==> src/rtl/ps2_pkg.sv <==
// rtl/ps2_pkg.sv - PS/2 transmitter state encoding, frame constants and parity helpers
// Optional break-prefix build: PS2_KB_TX_BREAK_EN adds the BREAK_PRE state.
package ps2_pkg;

    localparam int PS2_FRAME_BITS = 11;
    localparam logic [7:0] PS2_BREAK_CODE = 8'hF0;

`ifdef PS2_KB_TX_BREAK_EN
    typedef enum logic [2:0] {
        IDLE      = 3'd0,
        BIT_HI    = 3'd1,
        BIT_LO    = 3'd2,
        GAP       = 3'd3,
        BREAK_PRE = 3'd4
    } ps2_state_e;
`else
    typedef enum logic [1:0] {
        IDLE   = 2'd0,
        BIT_HI = 2'd1,
        BIT_LO = 2'd2,
        GAP    = 2'd3
    } ps2_state_e;
`endif

    function automatic logic odd_parity(input logic [7:0] d);
        return ~^d;
    endfunction

    // Frame as transmitted LSB first: {stop, parity, d[7:0], start}.
    function automatic logic [PS2_FRAME_BITS-1:0] make_frame(input logic [7:0] d);
        return {1'b1, odd_parity(d), d, 1'b0};
    endfunction

endpackage

==> src/rtl/ps2_phase_tick.sv <==
// rtl/ps2_phase_tick.sv - loadable down-counter with expiry tick for half-phase and gap timing
// tick_o is high while the count sits at zero; loading N-1 gives a tick on the Nth cycle.
module ps2_phase_tick #(
    parameter int CNT_W = 16
) (
    input  logic             mclk,
    input  logic             reset,
    input  logic             load_i,
    input  logic [CNT_W-1:0] load_val_i,
    output logic             tick_o
);

    logic [CNT_W-1:0] cnt_q;
    logic [CNT_W-1:0] cnt_d;

    always_comb begin
        cnt_d = cnt_q;
        if (load_i) begin
            cnt_d = load_val_i;
        end else if (cnt_q != '0) begin
            cnt_d = cnt_q - 1'b1;
        end
    end

    always_ff @(posedge mclk or posedge reset) begin
        if (reset) begin
            cnt_q <= '0;
        end else begin
            cnt_q <= cnt_d;
        end
    end

    assign tick_o = (cnt_q == '0);

endmodule

==> src/rtl/ps2_kb_tx.sv <==
// rtl/ps2_kb_tx.sv - PS/2 device-side transmitter serializing scan codes into 11-bit frames
// Define PS2_KB_TX_BREAK_EN to add tx_break, which prefixes the frame with an 0xF0 break frame.
module ps2_kb_tx
    import ps2_pkg::*;
#(
    parameter int HALF_PERIOD = 3200,
    parameter int GAP_CYCLES  = 6400,
    parameter int CNT_W       = 16
) (
    input  logic       mclk,
    input  logic       reset,
    input  logic [7:0] tx_data,
    input  logic       tx_valid,
`ifdef PS2_KB_TX_BREAK_EN
    input  logic       tx_break,
`endif
    output logic       tx_ready,
    output logic       tx_done,
    output logic       ps2_clk,
    output logic       ps2_data
);

    localparam logic [CNT_W-1:0] HALF_M1 = CNT_W'(HALF_PERIOD - 1);
    localparam logic [CNT_W-1:0] GAP_M1  = CNT_W'(GAP_CYCLES - 1);
    localparam logic [3:0]       LAST_BIT = 4'(PS2_FRAME_BITS - 1);

    ps2_state_e                state_q, state_d;
    logic [PS2_FRAME_BITS-1:0] sr_q, sr_d;
    logic [3:0]                bit_cnt_q, bit_cnt_d;
    logic                      clk_q, clk_d;
    logic                      data_q, data_d;
    logic                      ready_q, ready_d;
    logic                      done_q, done_d;
    logic                      accept;
    logic                      last_frame;
    logic                      load;
    logic [CNT_W-1:0]          load_val;
    logic                      tick;

`ifdef PS2_KB_TX_BREAK_EN
    logic       pend_q, pend_d;
    logic [7:0] hold_q, hold_d;
    assign last_frame = ~pend_q;
`else
    assign last_frame = 1'b1;
`endif

    assign accept = tx_valid && ready_q;

    ps2_phase_tick #(.CNT_W(CNT_W)) u_tick (
        .mclk       (mclk),
        .reset      (reset),
        .load_i     (load),
        .load_val_i (load_val),
        .tick_o     (tick)
    );

    always_ff @(posedge mclk or posedge reset) begin
        if (reset) begin
            state_q   <= IDLE;
            sr_q      <= '0;
            bit_cnt_q <= '0;
            clk_q     <= 1'b1;
            data_q    <= 1'b1;
            ready_q   <= 1'b1;
            done_q    <= 1'b0;
`ifdef PS2_KB_TX_BREAK_EN
            pend_q    <= 1'b0;
            hold_q    <= '0;
`endif
        end else begin
            state_q   <= state_d;
            sr_q      <= sr_d;
            bit_cnt_q <= bit_cnt_d;
            clk_q     <= clk_d;
            data_q    <= data_d;
            ready_q   <= ready_d;
            done_q    <= done_d;
`ifdef PS2_KB_TX_BREAK_EN
            pend_q    <= pend_d;
            hold_q    <= hold_d;
`endif
        end
    end

    always_comb begin
        state_d = state_q;
        case (state_q)
            IDLE:   if (accept) state_d = BIT_HI;
            BIT_HI: if (tick) state_d = BIT_LO;
            BIT_LO: if (tick) state_d = (bit_cnt_q == LAST_BIT) ? GAP : BIT_HI;
`ifdef PS2_KB_TX_BREAK_EN
            GAP:       if (tick) state_d = pend_q ? BREAK_PRE : IDLE;
            BREAK_PRE: state_d = BIT_HI;
`else
            GAP:    if (tick) state_d = IDLE;
`endif
            default: state_d = IDLE;
        endcase
    end

    always_comb begin
        sr_d      = sr_q;
        bit_cnt_d = bit_cnt_q;
        clk_d     = clk_q;
        data_d    = data_q;
        done_d    = 1'b0;
        load      = 1'b0;
        load_val  = HALF_M1;
        ready_d   = (state_d == IDLE);
`ifdef PS2_KB_TX_BREAK_EN
        pend_d    = pend_q;
        hold_d    = hold_q;
`endif
        case (state_q)
            IDLE: begin
                if (accept) begin
                    sr_d      = make_frame(tx_data);
`ifdef PS2_KB_TX_BREAK_EN
                    if (tx_break) begin
                        sr_d   = make_frame(PS2_BREAK_CODE);
                        pend_d = 1'b1;
                        hold_d = tx_data;
                    end
`endif
                    bit_cnt_d = '0;
                    data_d    = 1'b0;
                    clk_d     = 1'b1;
                    load      = 1'b1;
                end
            end
            BIT_HI: begin
                if (tick) begin
                    clk_d = 1'b0;
                    load  = 1'b1;
                end
            end
            BIT_LO: begin
                if (tick) begin
                    clk_d = 1'b1;
                    load  = 1'b1;
                    if (bit_cnt_q == LAST_BIT) begin
                        data_d   = 1'b1;
                        load_val = GAP_M1;
                        done_d   = last_frame;
                    end else begin
                        // Rotate rather than shift so every register bit stays live.
                        sr_d      = {sr_q[0], sr_q[PS2_FRAME_BITS-1:1]};
                        bit_cnt_d = bit_cnt_q + 4'd1;
                        data_d    = sr_q[1];
                    end
                end
            end
`ifdef PS2_KB_TX_BREAK_EN
            BREAK_PRE: begin
                sr_d      = make_frame(hold_q);
                pend_d    = 1'b0;
                bit_cnt_d = '0;
                data_d    = 1'b0;
                clk_d     = 1'b1;
                load      = 1'b1;
            end
`endif
            default: ;
        endcase
    end

    assign tx_ready = ready_q;
    assign tx_done  = done_q;
    assign ps2_clk  = clk_q;
    assign ps2_data = data_q;

endmodule

==> config.mk <==
export PLATFORM = sky130hd
export DESIGN_NAME = ps2_kb_tx
export DESIGN_NICKNAME = d
export VERILOG_FILES = /design/src/rtl/ps2_pkg.sv /design/src/rtl/ps2_phase_tick.sv /design/src/rtl/ps2_kb_tx.sv
export SDC_FILE = /design/constraint.sdc
export NUM_CORES = 1
export LEC_CHECK = 0
export ABC_AREA = 1
export CAP_MARGIN = 10
export CORE_MARGIN = 2
export CORE_UTILIZATION = 30
export CTS_CLUSTER_SIZE = 16
export DETAILED_ROUTE_END_ITERATION = 10
export GPL_ROUTABILITY_DRIVEN = 0
export SKIP_CTS_REPAIR_TIMING = 1
export SLEW_MARGIN = 20
export SYNTH_ARGS = -nofsm -noshare
export SYNTH_HDL_FRONTEND = slang
export SYNTH_HIERARCHICAL = 1
export SYNTH_SLANG_ARGS = --single-unit
export TNS_END_PERCENT = 100
==> constraint.sdc <==
create_clock -name mclk -period 4.7 [get_ports mclk]
set_input_delay 0.94 -clock mclk [delete_from_list [all_inputs] [get_ports mclk]]
set_output_delay 0.94 -clock mclk [all_outputs]
set_load 0.05 [all_outputs]
After elaboration in Yosys (flattened, before gate mapping):

Cells that the tools add are included.

* equal/unequal tests: 8
* reduce and logical (&&, ||, !) cells: 13
* mux-type cells: 33
* $add $sub $neg: 2

Operators with widths (count)
* 13-bit 2-to-1 mux: 3
* 11-bit 2-to-1 mux: 3
* 16-bit 2-to-1 mux: 2
* 11-bit one-hot mux with 2 select lines: 1
* 16-bit zero test: 1
* 16-bit nonzero test: 1
* 16-bit by 1-bit subtractor with 16-bit output, second input constant: 1
* 4-bit 2-to-1 mux: 3
* 1-bit 2-to-1 mux: 11
* 2-bit 2-to-1 mux: 5
* 2-bit inequality test, second input constant: 4
* 2-bit one-hot mux with 4 select lines: 1
* 4-bit one-hot mux with 2 select lines: 1
* 4-bit AND reduction: 2
* 8-bit XNOR reduction: 1
* 4-bit by 1-bit adder with 4-bit output, second input constant: 1
* 2-bit equality test, second input constant: 2
* 4-bit equality test, second input constant: 1
* 2-bit zero test: 2
* 1-bit one-hot mux with 2 select lines: 2
* 2-bit nonzero test: 2
* 1-bit one-hot mux with 3 select lines: 1
* 3-bit AND reduction: 1
* 3-bit nonzero test: 1
* 3 further kinds: 3

* output and inout port bits: 4
* flip-flop bits (word level): 37

Longest topological paths before layout:

* depth after elaboration: 5
* mapped depth: 15
* mapped depth without buffers: 15

Cells and area by module:

Netlist, hierarchy kept.

By module, submodules not included
* ps2_kb_tx: area an instance 1311.3 um^2, instances 1, cells each 187
* ps2_phase_tick: area an instance 1213.7 um^2, instances 1, cells each 169

Worst setup path after synthesis:

Ideal clock, no wire load.

* path type: reg-to-reg
* start: register u_tick.cnt_q[0]
* end: register u_tick.cnt_q[4]
* data arrival time: 1.975 ns
* clock period less this slack: 2.088 ns
* required time: 4.587 ns
* setup slack: 2.612 ns
* library setup time: 0.113 ns
* buffers on the path: 2
* cell stages (with the launch flop): 14
* cell sequence: dfrtp_1 > inv_1 > ha_1 > nand3_4 > nor2_8 > nand3_4 > inv_1 > nand2_1 > a21oi_1 > buf_2 > buf_2 > o21ai_1 > nand2_1 > inv_1

* word-level cells in the longest chain between the ends: 4
* elaborated cells on any way between the ends: 10
* classes of those cells: add/sub (1); mux (6); reduce/logical (3)

Ends and longest elaborated chain
* start: declaration: RTL line ps2_phase_tick.sv:13 `logic [CNT_W-1:0] cnt_q;`
* start signal: assignment: RTL line ps2_phase_tick.sv:29 `cnt_q <= cnt_d;`
* 16-bit zero test (*): RTL line ps2_phase_tick.sv:33 `assign tick_o = (cnt_q == '0);`
* via tick: RTL line ps2_kb_tx.sv:38 `logic tick;`
* 1-bit 2-to-1 mux (*): RTL line ps2_kb_tx.sv:133, ps2_kb_tx.sv:139
* 1-bit one-hot mux with 2 select lines (*): RTL line ps2_kb_tx.sv:115 `case (state_q)`
* via load: RTL line ps2_kb_tx.sv:36 `logic load;`
* 16-bit 2-to-1 mux / 2-bit nonzero test (equally long branches)

Mark *: on every way through the listed nets, which the timed path passes. The rest lies on a longest branch. The select of a mux whose other input is x is not followed.
A chain may end at the register's enable or synchronous reset.

Worst setup path in the final report:

* start: register u_tick.cnt_q[0]
* end: register u_tick.cnt_q[12]

Same word-level chain as after synthesis.

==> flow_summary.ini <==
[run_status]
run_status = completed

[grt]
antenna_found_initial = 0
grt_pass1_wl_um = 8620
grt_pass1_vias = 2035
grt_max_degree = 25
grt_util_all_layers_pct = 11.8
grt-ovfl-total = 0

[setup_path]
cp-start-kind = flop
path_cells = inv_1 > ha_1 > nand3_4 > nor2_8 > nand3_4 > inv_1 > nand2_1 > a21oi_1 > buf_4 > inv_1 > or2_2 > nand2_1 > nor2_1
rrSetupSlack_ns = 2.01
crit_path_end_kind = flop
critPathMaxStageDelay_ns = 0.37
slowest_stage = dfrtp_1
crit_top_cell = inv_1
reg2regPathDepth = 13
crit_type = reg2reg
worst_r2r_startpoint = u_tick/cnt_q[0]
required_ns = 4.89
cp_max_fo = 20
rr_endpoint = u_tick/cnt_q[12]
crit_arrival_ns = 2.88

[timing]
tightest_slew_ns = 0.847
rsz0062_at_grt = false
finalSetupTns_ns = 0
fin_hold_ws_ns = 0.480
relSlewSlack_pct = 43.5
worst_slack_ns = 2.01
timing.final.crit_share_pct = 57.3
post-route-min-period_ns = 2.69
report.final.slew_viol_count = 0
fmax_mhz = 371
clock_skew_ns = 0.00507
hold_violations = 0
finalSetupViolCount = 0

[layout]
ff_latch_area_um2 = 930
drive_gt1_share_pct = 11.5
syn2layout_area_growth_pct = 14.9
layout_commonest_cell = nand2_1
final_cell_mix = 132 x nand2_1, 47 x inv_1, 34 x dfrtp_1, 31 x nor2_1, 16 x o21ai_0
fillers = 885
diodes = 0
nNetsFinal = 401
multi_input_area_mm2 = 0.00141
utilization_pct = 35.5

[pwr]
peakVddDrop_v = 0.000267
powerDensity_mw_per_mm2 = 513
finalPower_w = 0.00149
p_leak_nw = 1.51

[route]
drt_iter0_drc = 61
dr.pass1.iters = 4
final_antenna_net_count = 0
avgRoutedWirePerCell_um = 10.3
drt-total-wl_um = 5030
via_per_inst = 4.37
drc = 0
dr_total_vias = 2133

[synthesis]
syn_inst = 356
synth_warnings = 6
synthDistinctLibCells = 34
synth_edf_count = 0
syn_avg_cell_area_um2 = 7.09
syn_area_mm2 = 0.00252
synth_flop_cell = dfrtp_1
yosysSeqAreaShare_pct = 36.8
async_flop_share_pct = 100
ys_ff_latch = 37

[clocking]
insertion_delay_ns = 0.29
h-tree-depth = 2
clkSinkCount = 37
cts_tree = yes
clockRootBuffer = clkbuf_8
clk_path_buf_depth = 2
clk_pin_slew_worst_paths_ns = 0.08
cts_made_buffers = 5

[floorplanning]
pin_count = 15
die_h_um = 95.7
core.rowCount = 33
dieArea_mm2 = 0.00917
die_w_um = 95.7
start_util_pct = 30.9
fp.coreArea_mm2 = 0.00818

[min_path]
hp-class = reg2reg
min_path_cells = 2
hold_end = sr_q[3]
hold_start = sr_q[3]

[placed_design]
place_hpwl_um = 3750
io_buffers = 14
post-place-ws_ns = 1.85

[job]
maxCapViolations = 0
==> area by class of cell <==
type,instances,area share [%]
Tap cell,105,4.53
Clock buffer,7,3.32
Timing Repair Buffer,15,5.09
Sequential cell,37,32.0
Clock inverter,1,0.172
Inverter,49,6.34
Multi-Input combinational cell,274,48.5
==> logic make-up (layout without fill, tap and decap cells) <==
kind of cell | Yosys count | after routing | share of synthesized area (%)
AOI/OAI and AO/OA | 38 | 38 | 8.82
xor gates and xnor gates | 7 | 7 | 2.43
adders and majority gates | 8 | 8 | 3.96
buffers and inverters | 56 | 72 | 9.07
DFF | 37 | 37 | 36.8
other | 2 | 13 | 0.297
and+or+nand+nor | 208 | 208 | 38.6
==> layer usage <==
metal | vias up | GRT usage, % | share of wire [%]
met1 | 968 | 15.0 | 48
met3 | 7 | 2.51 | 2.4
met5 | - | 0 | 0
li1 | 1131 | - | -
met2 | 27 | 20.0 | 48
met4 | 0 | 3.93 | 1.8
==> how the worst max path moves through the flow <==
stage | start | endpoint | cells past startpoint
2_1_floorplan | u_tick/cnt_q[0] | u_tick/cnt_q[4] | 13
3_3_place_gp | tx_valid | u_tick/cnt_q[12] | 10
3_5_place_dp | tx_valid | u_tick/cnt_q[12] | 10
4_1_cts | u_tick/cnt_q[0] | u_tick/cnt_q[12] | 13
5_1_grt | u_tick/cnt_q[0] | u_tick/cnt_q[12] | 13
6_report | u_tick/cnt_q[0] | u_tick/cnt_q[12] | 13
==> power by group <==
group	switching (W)	leakage, nW	internal (W)
combinational	0.000446	1.00	0.000239
sequential	0.000106	0.452	0.000448
clock	0.000117	0.0542	0.000133
==> cell usage after synthesis (4+ instances only) <==
cell	n	share of area, %
nand2_1	132	20
inv_1	47	7.0
dfrtp_1	34	34
nor2_1	31	4.6
o21ai_0	16	3.2
nand3_1	15	3.0
a21oi_1	9	1.8
ha_1	8	4.0
nand2_2	6	1.5
nor2_2	6	1.5
nor2_4	5	2.2
o21ai_1	4	0.79
or2_2	4	0.99
xor2_1	4	1.4
==> stage by stage <==
step | cells | cell area, um^2
finish | 488 | 2900
global route | 488 | 2900
CTS | 488 | 2900
detailed placement | 480 | 2800
global placement | 480 | 2800
floorplan | 367 | 2570
==> sequential cells by signal, summed over array words and instances, names as in the netlist <==
signal	count
u_tick/cnt_q	16
sr_q	11
bit_cnt_q	4
state_q	2
ps2_clk	1
ps2_data	1
tx_done	1
tx_ready	1
==> worst max-delay path, delay by kind of cell (launching register included) <==
kind                     cells  cell delay (ns)
AND/OR/NAND/NOR              7             0.94
buffers and inverters        4             0.84
flip-flops                   1             0.37
adder cells (fa/ha/maj)      1             0.29
AO/OA/AOI/OAI                1             0.14
Power figures use the tool's default switching activity.
